`src/rtl/instrcution.sv`:
```
// 16-bit PC incrementer: carry-lookahead adder with an optional registered status-flag bank.
// Define INSTRCUTION_FLAGS_EN to build the {neg, ovf, carry, zero} flag register; otherwise flags read 0.
module instrcution (
    input  logic        clk,
    input  logic        reset,
    input  logic [15:0] a,
    input  logic [15:0] b,
    input  logic        cin,
    output logic [15:0] sum,
    output logic        cout,
    output logic [3:0]  flags
);

    logic [15:0] gen;
    logic [15:0] prop;
    logic [16:0] carry;
    logic [3:0]  grp_g;
    logic [3:0]  grp_p;

    assign gen      = a & b;
    assign prop     = a ^ b;
    assign carry[0] = cin;

    // Each nibble resolves its internal carries by lookahead; group carries ripple nibble to nibble.
    generate
        for (genvar gi = 0; gi < 4; gi++) begin : g_cla
            localparam int B = 4 * gi;
            logic ci;
            assign ci = carry[B];

            assign carry[B+1] = gen[B] | (prop[B] & ci);
            assign carry[B+2] = gen[B+1] | (prop[B+1] & gen[B])
                              | (prop[B+1] & prop[B] & ci);
            assign carry[B+3] = gen[B+2] | (prop[B+2] & gen[B+1])
                              | (prop[B+2] & prop[B+1] & gen[B])
                              | (prop[B+2] & prop[B+1] & prop[B] & ci);

            assign grp_g[gi] = gen[B+3] | (prop[B+3] & gen[B+2])
                             | (prop[B+3] & prop[B+2] & gen[B+1])
                             | (prop[B+3] & prop[B+2] & prop[B+1] & gen[B]);
            assign grp_p[gi] = &prop[B+3:B];

            assign carry[B+4] = grp_g[gi] | (grp_p[gi] & ci);
        end
    endgenerate

    assign sum  = prop ^ carry[15:0];
    assign cout = carry[16];

`ifdef INSTRCUTION_FLAGS_EN
    logic [3:0] flags_reg;
    logic [3:0] flags_next;

    always_comb begin
        flags_next = {sum[15], carry[15] ^ carry[16], carry[16], (sum == 16'h0000)};
    end

    always_ff @(posedge clk) begin
        if (reset) begin
            flags_reg <= 4'b0000;
        end else begin
            flags_reg <= flags_next;
        end
    end

    assign flags = flags_reg;
`else
    logic unused_clk_reset;
    assign unused_clk_reset = &{1'b0, clk, reset};
    assign flags = 4'b0000;
`endif

endmodule

```
`config.mk`:
```
export PLATFORM = sky130hd
export DESIGN_NAME = instrcution
export DESIGN_NICKNAME = d
export VERILOG_FILES = /design/src/rtl/instrcution.sv
export SDC_FILE = /design/constraint.sdc
export NUM_CORES = 1
export LEC_CHECK = 0
export CORE_MARGIN = 2
export CORE_UTILIZATION = 36
export DETAILED_ROUTE_END_ITERATION = 16
export GPL_ROUTABILITY_DRIVEN = 0
export PLACE_DENSITY = 0.85
export SYNTH_ARGS = -nofsm -noshare
export SYNTH_HDL_FRONTEND = slang
export SYNTH_SLANG_ARGS = --single-unit
```
`constraint.sdc`:
```
create_clock -name vclk -period 2.5
set_input_delay 0.375 -clock vclk [all_inputs]
set_output_delay 0.375 -clock vclk [all_outputs]
set_load 0.01 [all_outputs]
```
==> flow_summary.yaml, run 1 <==
synthesis:
  yosysMostFrequentCell: "ha_1"
  yosysTopAreaCellShare_pct: 26.94
  synth.area.mux_share_pct: 0
  synth_compound_area_share_pct: 25.25
  synth_top_area_cell: "ha_1"
  ys_top_cells_by_count: "16 x ha_1, 11 x inv_1, 8 x nand2_1"
  seq_area_frac_synth_pct: 0
  yosys.area_share.simple_pct: 15.15
  avgSynthCellArea_um2: 7.742
  synth_top_family_by_area: "adder cells"
  synth.area.top_cells: "ha_1 27%, fa_1 11%, xor2_1 8.2%"
  synth-xor-area-share_pct: 11.78
  postSynthCellCount: 96
  ys.warnings.count: 0
  synth_fa_ha_area_share_pct: 37.71
  synthDistinctLibCells: 29
  netlist_area_um2: 743.2
critical_path:
  path_cells: "dlygate4sd2_1 > ha_4 > a21oi_4 > o21ai_2 > buf_4 > nor2_2 > inv_1 > fa_2 > xor2_1 > buf_2"
  start_kind: "input port"
  slowest_delay_ns: 0.33
  critPathRequiredTime_ns: 2.12
  end_kind: "output port"
  cp.arrival_ns: 2.16
  path_buf_inv: 4
  critPathMaxFanout: 4
  cpMaxStageDelayCell: "fa_2"
  critPathKind: "input port to output port"
  crit_family: "buffers and inverters"
cells_and_area:
  nClkBuffers: 0
  drive_gt1_share_pct: 43.93
  area_growth_syn_to_layout_pct: 117.7
  nNetsFinal: 230
  diodes: 0
  seq_cell_count: 0
  fillers: 125
  fin_area_um2: 1618
  regArea_um2: 0
sta:
  fin_ws_ns: -0.03667
  slew_viol_final: 0
  max_freq_ghz: 0.3942
  fin_setup_tns_ns: -0.03667
  finalSetupViolCount: 1
  timing.final.crit_share_pct: 101.5
  hold_viol_final: 0
  hold_slack_ns: 1.311
  min_period_ns: 2.537
grt:
  grt_pass1_wl_mm: 4.809
  grt_pass1_vias: 1129
  use_met1_pct: 22.59
  gr-max-usage-layer: "met2"
  grt_start_max_net_pins: 6
  antenna_found_initial: 0
  grtUsageMet3_pct: 4.294
  use_met2_pct: 52.93
  grtUsageTotal_pct: 24.17
  grt_overflow: 0
routing:
  via_per_inst: 5.170
  drt_iter0_drc: 6
  wl_mm: 3.286
  drtAntennaViolNets: 0
  firstDrtPassIters: 4
  drc: 0
  vias: 1034
  wl_per_cell_um: 16.43
power:
  swShare_pct: 47.17
  p_seq_share_pct: 0
  vdd_drop_max_uv: 203.9
  combPwrFrac_pct: 100.0
  p_int_uw: 243.9
  p_leak_uw: 0.0007922
  p_sw_uw: 217.8
  powerDensity_nw_per_um2: 285.4
  clkPwrFrac_pct: 0
placed_design:
  place_area_um2: 1401
  portBuffers: 50
  place_ws_ns: -0.8167
  dp_hpwl_mm: 2.175
floorplanning:
  rows: 16
  initial_core_util_pct: 37.88
  die_area_um2: 2444
  die_h_um: 49.44
  coreArea_um2: 1962
  chipWidth_um: 49.44
  io-pin-count: 56
run:
  maxCapViolations: 0
hold_path:
  hold_class: "input port to output port"
  hold_depth: 4
  worstHoldStart: "b[8]"
  min_to: "sum[8]"
cts:
  cts_hold_buf: 0
outcome:
  status: "finished, violations left"
  violations: "negative setup slack"
-- worst min-delay path, stage by stage --
cell            delay (ns)
dlymetal6s2s_1        0.12
buf_4                 0.13
fa_2                  0.21
buf_6                 0.10
-- cell type report --
class	instances	area (um2)	share of cell area, %
Multi-Input combinational cell	84	888.4	54.91
Tap cell	27	33.78	2.088
Timing Repair Buffer	78	654.4	40.45
Inverter	11	41.29	2.552
-- layer usage --
layer | part of all wire, % | wire, um
met5 | 0 | 0
met4 | 2.5 | 82
met3 | 6.4 | 211
met2 | 58 | 1905
met1 | 33 | 1086
-- kinds of logic after synthesis --
group,after synthesis
XOR/XNOR,10
other,1
buffers and inverters,15
adder cells (fa/ha/maj),20
AO/OA/AOI/OAI,27
AND/OR/NAND/NOR,23
-- worst max path at each step --
stage                     from  endpoint  slack [ns]  depth (start not counted)
after floorplan           a[2]   sum[13]        0.04                          8
after global placement    a[2]   sum[13]       -0.76                         10
after detailed placement  a[0]   sum[13]       -0.82                         10
after CTS                 a[8]   sum[13]       0.006                          9
after global routing      b[2]    sum[9]       -0.09                         11
final                     a[5]    sum[9]       -0.04                         10
-- cell usage in the layout, fill, tap and decap left out, types with 4 or more instances in the layout --
master / count
ha_4: 9
inv_1: 11
buf_6: 4
buf_2: 6
o21ai_2: 4
buf_4: 28
nand2_1: 6
ha_2: 4
dlygate4sd2_1: 19
nor2_1: 5
clkdlybuf4s50_1: 11
a21oi_2: 4
dlymetal6s2s_1: 5
clkbuf_2: 4
conb_1: 4
xor2_1: 7
-- timing repair --
item | in CTS | in global routing
setup buffers | 6 | 3
setup endpoints to repair | 16 | 10
gates cloned | 0 | 0
gates resized for setup | 84 | 30
pin swaps | 28 | 17
hold endpoints to repair | 0 | 0
-- metrics by stage --
step	util [%]	cells	power (uW)
2_1_floorplan	-	99	186.4
3_3_place_gp	71.43	191	392.8
3_5_place_dp	71.43	191	410.2
4_1_cts	77.81	197	417.2
5_1_grt	82.46	200	493.6
6_report	82.46	200	461.7
-- power by group through the flow --
stage	sequential [uW]	clock (uW)	combinational (uW)
global placement	0	0	393
global route	0	0	494
finish	0	0	462
floorplan	0	0	186
CTS	0	0	417
detailed placement	0	0	410
(Power assumes the default switching activity.)
==> run 2, diff against run 1 <==
Settings changed: RECOVER_POWER set to 25.
==> flow_summary.yaml, run 2 (synthesized netlist as in run 1, its figures left out) <==
outcome:
  status: "finished, violations left"
  violations: "negative setup slack"
grt:
  grt_pass1_vias: 1129
  grtUsageTotal_pct: 24.17
  grt_overflow: 0
  use_met1_pct: 22.59
  gr-max-usage-layer: "met2"
  antenna_found_initial: 0
  grt_pass1_wl_mm: 4.809
  use_met2_pct: 52.93
  grtUsageMet3_pct: 4.294
  grt_start_max_net_pins: 6
cells_and_area:
  diodes: 0
  drive_gt1_share_pct: 43.35
  fillers: 127
  seq_cell_count: 0
  final_common_cell: "buf_4"
  regArea_um2: 0
  nNetsFinal: 230
  final_cells: 200
  nClkBuffers: 0
  area_growth_syn_to_layout_pct: 116.8
  final_cell_mix: "28 x buf_4, 19 x dlygate4sd2_1, 11 x inv_1"
  final_util_pct: 82.14
routing:
  wl_per_cell_um: 16.42
  drc: 0
  wl_mm: 3.284
  vias: 1038
  firstDrtPassIters: 4
  drt_iter0_drc: 7
  via_per_inst: 5.190
  drtAntennaViolNets: 0
critical_path:
  end_kind: "output port"
  cp.arrival_ns: 2.16
  critPathRequiredTime_ns: 2.12
  critPathMaxFanout: 4
  start_kind: "input port"
  critPathKind: "input port to output port"
sta:
  min_period_ns: 2.532
  timing.final.crit_share_pct: 101.3
  hold_viol_final: 0
  fin_ws_ns: -0.03173
  max_freq_ghz: 0.3950
  slew_viol_final: 0
  finalSetupViolCount: 2
hold_path:
  hold_class: "input port to output port"
  hold_depth: 4
floorplanning:
  chipWidth_um: 49.44
  rows: 16
  initial_core_util_pct: 37.88
  die_h_um: 49.44
  coreArea_um2: 1962
  io-pin-count: 56
  die_area_um2: 2444
power:
  vdd_drop_max_uv: 198.5
  p_leak_uw: 0.0007923
  finalPower_uw: 457.3
  powerDensity_nw_per_um2: 283.8
placed_design:
  dp_hpwl_mm: 2.175
  place_inst: 191
  portBuffers: 50
run:
  maxCapViolations: 0
-- run 2: cell types whose count changed in the layout (fill, tap and decap cells not counted), sizes merged --
cell,before,now
clkdlybuf4s50,11,9
dlygate4sd3,0,2
-- run 2: layer usage --
| metal | vias up | part of all wire, % |
|---|---|---|
| met3 | 8 | 6.3 |
| met2 | 49 | 58 |
| li1 | 486 | - |
| met4 | 0 | 2.5 |
| met1 | 495 | 33 |
| met5 | - | 0 |
-- run 2: worst paths after layout --
path / end / startpoint
worst min-delay path: sum[8] / b[8]
worst max-delay path: sum[9] / a[5]
-- run 2: stage by stage --
stage	hold slack [ns]	setup slack (ns)	cell area [um2]	setup TNS [ns]
2_1_floorplan	0.9385	0.03690	754.5	0
3_3_place_gp	1.893	-0.7594	1401	-7.416
3_5_place_dp	1.934	-0.8167	1401	-8.338
4_1_cts	1.417	0.005775	1526	0
5_1_grt	1.323	-0.09231	1612	-0.1589
6_report	1.311	-0.03173	1612	-0.03307
-- run 2: what timing repair did --
action | in CTS | in global routing
hold buffers | 0 | 0
setup endpoints to repair | 16 | 10
buffers inserted | 6 | 3
pin swaps | 28 | 17
resized for setup | 84 | 30
cloned | 0 | 0
-- run 2: critical path: stages --
cell	delay, ns
dlygate4sd2_1	0.26
ha_4	0.27
a21oi_4	0.15
o21ai_2	0.09
buf_4	0.15
nor2_2	0.09
inv_1	0.06
fa_2	0.33
xor2_1	0.20
buf_2	0.17
-- run 2: final cells by class --
cell class / count / area [um2] / share of cell area, %
Multi-Input combinational cell: 84 / 882.1 / 54.74
Timing Repair Buffer: 78 / 654.4 / 40.61
Inverter: 11 / 41.29 / 2.562
Tap cell: 27 / 33.78 / 2.096
-- run 2: power by group --
part           total (uW)  switching (uW)  leakage [uW]  internal [uW]
Combinational         457             216      0.000792            241
Sequential              0               0             0              0
Clock                   0               0             0              0
Total                 457             216      0.000792            241
